### config.mk
export PLATFORM = sky130hd
export DESIGN_NAME = xorshift_step
export DESIGN_NICKNAME = d
export VERILOG_FILES = /design/src/rtl/xorshift_checker_pkg.sv /design/src/rtl/xorshift_checker_step.sv
export SDC_FILE = /design/constraint.sdc
export NUM_CORES = 1
export LEC_CHECK = 0
export ABC_AREA = 1
export CAP_MARGIN = 0
export CORE_MARGIN = 5
export CORE_UTILIZATION = 44
export DETAILED_ROUTE_END_ITERATION = 8
export MAX_ROUTING_LAYER = met4
export PLACE_DENSITY = 0.95
export SYNTH_ARGS = -nofsm -noshare
export SYNTH_HDL_FRONTEND = slang
export SYNTH_SLANG_ARGS = --single-unit
### constraint.sdc
create_clock -name vclk -period 1.4
set_input_delay 0.28 -clock vclk [all_inputs]
set_output_delay 0.28 -clock vclk [all_outputs]
set_load 0.01 [all_outputs]
### src/rtl/xorshift_checker_pkg.sv
// Shared types, constants and the xorshift32 step used by the stream checker.
// Build option: XORSHIFT_CHECKER_RESEED_EN (see xorshift_checker.sv).
package xorshift_checker_pkg;

  typedef enum logic [1:0] {
    SEARCH = 2'd0,
    VERIFY = 2'd1,
    LOCKED = 2'd2
  } state_t;

  typedef logic [31:0] word_t;

  // Reset seed of the matching generator
  localparam word_t XS_SEED = 32'h92D68CA2;

  // Step lanes: one predicts from the received word, one from the prediction
  localparam int NUM_LANES = 2;
  localparam int LANE_DIN  = 0;
  localparam int LANE_EXP  = 1;

  function automatic word_t xs_next(input word_t y);
    word_t t0, t1;
    t0 = y ^ (y << 13);
    t1 = t0 ^ (t0 >> 17);
    return t1 ^ (t1 << 5);
  endfunction

endpackage

### src/rtl/xorshift_checker_step.sv
// Combinational xorshift32 step, one instance per prediction lane.
module xorshift_step
  import xorshift_checker_pkg::*;
(
  input  logic [31:0] y,
  output logic [31:0] ny
);

  assign ny = xs_next(y);

endmodule

==> impl_metrics.tcl, run 1 <==
set metrics [dict create \
    die_w_um 59.97 \
    postLayoutCellArea_um2 1881 \
    p_per_area_nw_per_um2 447.7 \
    fmax_ghz 0.7423 \
    path_class "in2out" \
    drive_gt1_share_pct 54.05 \
    vias 1837 \
    peakVddDrop_uv 300.9 \
    crit_arrival_ps 1070 \
    hold_viol 0 \
    portBuffers 64 \
    tightest_slew_ps 178.1 \
    maxSlewViolCount 0 \
    cp-startpoint "y[18]" \
    setup_ws_ps 52.87 \
    num_io_pins 64 \
    slowest_stage "clkdlybuf4s15_1" \
    netlist.area_leader.share_pct 55.69 \
    drtAntennaViolNets 0 \
    cp_max_fo 5 \
    die_h_um 59.97 \
    row_count 18 \
    grt_max_degree 6 \
    initial_utilization_pct 45.16 \
    end_kind "output port" \
    synth_cells 258 \
    syn_avg_cell_area_um2 4.258 \
    place.gp.congestion 0.8958 \
    p_leak_nw 1.212 \
    relSlewSlack_pct 88.08 \
    wirelength_um 4285 \
    grt_first_pass_wirelength_um 6251 \
    die-area_um2 3596 \
    drt_iter0_markers 90 \
    max-cap-violations 0 \
    period_share_pct 96.22 \
    first_pass_iters 4 \
    gr-total-overflow 0 \
    nets 380 \
    diodes 0 \
    place_area_um2 1897 \
    hp-class "in2out" \
    critPathCapture "ny[1]" \
    antenna_found_initial 0 \
    wire_per_inst_um 11.40 \
    min_period_ps 1347 \
    netlist_top_cells_area "nand2_1 56%, inv_1 9.2%, nand2_2 9.1%, xnor2_1 8.8%, nand3_1 8.2%" \
    critical-path-max-stage-delay_ps 230 \
    synth_area_um2 1099 \
    timing.hold.ws_ps 1022 \
    cts_hold_repair.buffers 0 \
    ys_seq_area_share_pct 0 \
    synth_warnings 0 \
    num-clock-buffers 0 \
    critPathLaunchType "input pin" \
    required_ps 1120 \
    hpwlAfterDp_um 3268 \
    crit_top_cell "nand2_1" \
    track_usage_pct 22.09 \
    grt_pass1_vias 1597 \
    viasPerCell 4.886 \
    core_um2 2432 \
    area_growth_pct 71.18 \
    design.seq.count 0 \
    setup_tns_ps 0 \
    synth_nets 290 \
    drc 0 \
    ff_latch_area_um2 0 \
    dp_slack_ps -762.7 \
    yosysUniqueCellTypes 10 \
    nFillCells 208 \
    synth_area_leader_cell "nand2_1" \
    cp_cell_sequence "buf_2, inv_2, nand2_1, nand2_1, nand2_1, nand2_2, clkdlybuf4s15_1" \
    outcome "finished, final reports clean" \
    setup_viol 0 \
]
power breakdown:
group / total (mW) / internal, mW / switching (mW) / leakage [nW]
combinational: 0.842 / 0.362 / 0.480 / 1.21
sequential: 0 / 0 / 0 / 0
clock: 0 / 0 / 0 / 0
timing repair:
action | CTS | global route
pin swaps | 34 | 21
setup buffers | 4 | 5
gates resized for setup | 230 | 80
endpoints found under the hold margin | 0 | 0
setup endpoints to repair | 32 | 29
metal layers:
| metal | track usage [%] | vias to the layer above | wire (um) |
|---|---|---|---|
| li1 | - | 946 | - |
| met1 | 24.55 | 813 | 1632 |
| met2 | 43.52 | 68 | 2296 |
| met3 | 0.4320 | 10 | 239 |
| met4 | 3.797 | 0 | 116 |
| met5 | - | - | 0 |
critical path: cells and delay by family:
family | cells | cell delay [ps]
buffers and inverters | 3 | 440
AND/OR/NAND/NOR | 4 | 330
cell usage in the layout, fill, tap and decap left out:
master	netlist	routed
nand2_1	163	125
nand2_2	16	49
buf_2	0	41
inv_2	13	32
buf_4	0	24
clkbuf_2	0	14
nand3_1	18	11
inv_1	27	8
xnor2_1	11	8
nand3_2	0	7
clkdlybuf4s15_2	0	6
nand2_4	0	5
nor2_2	0	5
xnor2_2	0	3
xor2_1	2	2
clkdlybuf4s15_1	0	2
nor2_1	6	1
o21ai_0	1	1
o21ai_1	1	1
buf_6	0	1
cells by family after synthesis:
kind of cell / share of synthesized area [%]
compound gates: 0.9103
xor+xnor: 10.36
buf+inv: 13.67
simple gates: 75.06
cells in the mapped netlist:
master	count
o21ai_0	1
nand2_1	163
nand3_1	18
nor2_1	6
inv_2	13
xnor2_1	11
inv_1	27
nand2_2	16
o21ai_1	1
xor2_1	2
area by class of cell:
cell class | instances | area [um^2] | area share [%]
Inverter | 40 | 150.1 | 7.984
Multi-Input combinational cell | 218 | 1139 | 60.55
Tap cell | 30 | 37.54 | 1.996
Timing Repair Buffer | 88 | 554.3 | 29.47
worst min-delay path by stage:
| stage | to | cells past startpoint | startpoint | slack, ps |
|---|---|---|---|---|
| final | ny[27] | 5 | y[27] | 1020 |
| after global routing | ny[27] | 5 | y[27] | 1060 |
| after CTS | ny[29] | 5 | y[16] | 1020 |
| after detailed placement | ny[25] | 6 | y[25] | 1750 |
| after global placement | ny[25] | 6 | y[25] | 1730 |
| after floorplan | ny[0] | 2 | y[0] | 690 |
metrics by stage:
step | power [mW] | cells | utilization [%]
after global placement | 0.8592 | 368 | 77.98
final | 0.8419 | 376 | 77.31
after detailed placement | 0.8758 | 368 | 77.98
after global routing | 0.9269 | 376 | 77.31
after floorplan | 0.4022 | 258 | -
after CTS | 0.7763 | 371 | 75.41
No activity file was read; power rests on OpenSTA's default activity.
==> run 2: changes to the inputs <==
--- a/config.mk
+++ b/config.mk
@@ -12,6 +12,7 @@
 export DETAILED_ROUTE_END_ITERATION = 8
 export MAX_ROUTING_LAYER = met4
 export PLACE_DENSITY = 0.95
+export SLEW_MARGIN = 25
 export SYNTH_ARGS = -nofsm -noshare
 export SYNTH_HDL_FRONTEND = slang
 export SYNTH_SLANG_ARGS = --single-unit
==> constraint.sdc (replaced) <==
create_clock -name vclk -period 1.55
set_input_delay 0.31 -clock vclk [all_inputs]
set_output_delay 0.31 -clock vclk [all_outputs]
set_load 0.01 [all_outputs]
==> run 2 against run 1 <==
Power fell by 13%. Via count is 3.6% lower. First-iteration DRC count increased by 19%. Worst hold slack improved by 82 ps. Global-route usage about the same. Combinational power decreased by 13%. Critical endpoint is now ny[28]. Largest cell class unchanged. Largest power group unchanged.
==> impl_metrics.tcl, run 2 (synthesized netlist as in run 1, its figures left out) <==
set metrics [dict create \
    nets 378 \
    cts_hold_repair.buffers 0 \
    relSlewSlack_pct 87.93 \
    diodes 0 \
    p_per_area_nw_per_um2 388.3 \
    wirelength_um 3930 \
    path_class "in2out" \
    hold_viol 0 \
    drive_gt1_share_pct 43.02 \
    met2_usage_pct 43.52 \
    fmax_ghz 0.6649 \
    die_h_um 59.97 \
    cp_cell_sequence "dlygate4sd2_1, inv_1, nand2_1, nand2_1, xnor2_1, clkdlybuf4s15_2" \
    vias 1771 \
    crit_top_cell "nand2_1" \
    use_met3_pct 0.4320 \
    tightest_slew_ps 180.4 \
    drtAntennaViolNets 0 \
    slowest_stage "dlygate4sd2_1" \
    first_pass_iters 4 \
    maxSlewViolCount 0 \
    drc 0 \
    die-area_um2 3596 \
    max-cap-violations 0 \
    wire_per_inst_um 10.51 \
    place.gp.congestion 0.8958 \
    required_ps 1240 \
    grt_pass1_vias 1595 \
    period_share_pct 97.03 \
    path_buf_inv 3 \
    post-place-cells 368 \
    track_usage_pct 22.05 \
    layout_commonest_cell "nand2_1" \
    grt_max_degree 6 \
    setup_viol 0 \
    core_um2 2432 \
    final_core_util_pct 77.52 \
    gr-usage-met1_pct 24.42 \
    end_kind "output port" \
    cp_top_family "buffers and inverters" \
    busiest_layer "met2" \
    crit_arrival_ps 1190 \
    cp_max_fo 3 \
    grt_first_pass_wirelength_um 6210 \
    fin_cells 374 \
    area_growth_pct 71.64 \
    gr-total-overflow 0 \
    drt_iter0_markers 107 \
    die_w_um 59.97 \
    hpwlAfterDp_um 3268 \
    initial_utilization_pct 45.16 \
    ff_latch_area_um2 0 \
    min_period_ps 1504 \
    final_cell_mix "135 x nand2_1, 40 x nand2_2, 29 x inv_2" \
    num-clock-buffers 0 \
    outcome "finished, final reports clean" \
    design.seq.count 0 \
    critPathLaunchType "input pin" \
    row_count 18 \
    antenna_found_initial 0 \
    num_io_pins 64 \
    viasPerCell 4.735 \
    hp-class "in2out" \
    p_leak_nw 1.205 \
    rsz0062_at_grt "true" \
    critical-path-max-stage-delay_ps 250 \
    peakVddDrop_uv 272.7 \
    portBuffers 64 \
]
-- run 2: repair_timing --
action / CTS / global route
gates cloned: 0 / 0
pin swaps: 13 / 14
buffers inserted: 3 / 3
endpoints found under the setup margin: 32 / 28
gates resized for setup: 168 / 73
-- run 2: power by group --
part	internal, mW	switching (mW)
logic	0.320	0.412
registers	0	0
clock network	0	0
total	0.320	0.412
-- run 2: cell type report --
cell class / instances / area [um^2]
multi-input cells: 218 / 1074
well taps: 30 / 37.54
fillers: 218 / 546.8
repair buffers: 86 / 624.3
inverters: 40 / 150.1
-- run 2: stage by stage --
step / total power, mW / cell area, um^2 / setup TNS (ps) / setup slack [ps] / hold WS, ps
final: 0.7322 / 1886 / 0 / 46.06 / 1104
after global routing: 0.8095 / 1886 / -76.48 / -24.47 / 1165
after CTS: 0.7044 / 1857 / 0 / 2.424 / 1220
after detailed placement: 0.7910 / 1897 / -19300 / -672.7 / 1811
after global placement: 0.7760 / 1897 / -18460 / -674.5 / 1792
after floorplan: 0.3633 / 1099 / 0 / 399.6 / 746.8
-- run 2: path summary, 6_finish.rpt --
| kind | cells after the start | startpoint | to | slack, ps |
|---|---|---|---|---|
| setup / recovery | 6 | y[23] | ny[28] | 50 |
| hold / removal | 6 | y[29] | ny[29] | 1100 |
-- run 2: per-layer routing --
layer,vias up,part of all wire [%]
met5,-,0
met4,0,0.94
met3,4,5.8
met2,57,54
met1,767,39
li1,943,-
-- run 2: tightest hold or removal path, delay by kind of cell --
kind | cells | cell delay, ps
XOR/XNOR | 1 | 50
buffers and inverters | 3 | 300
AND/OR/NAND/NOR | 2 | 130
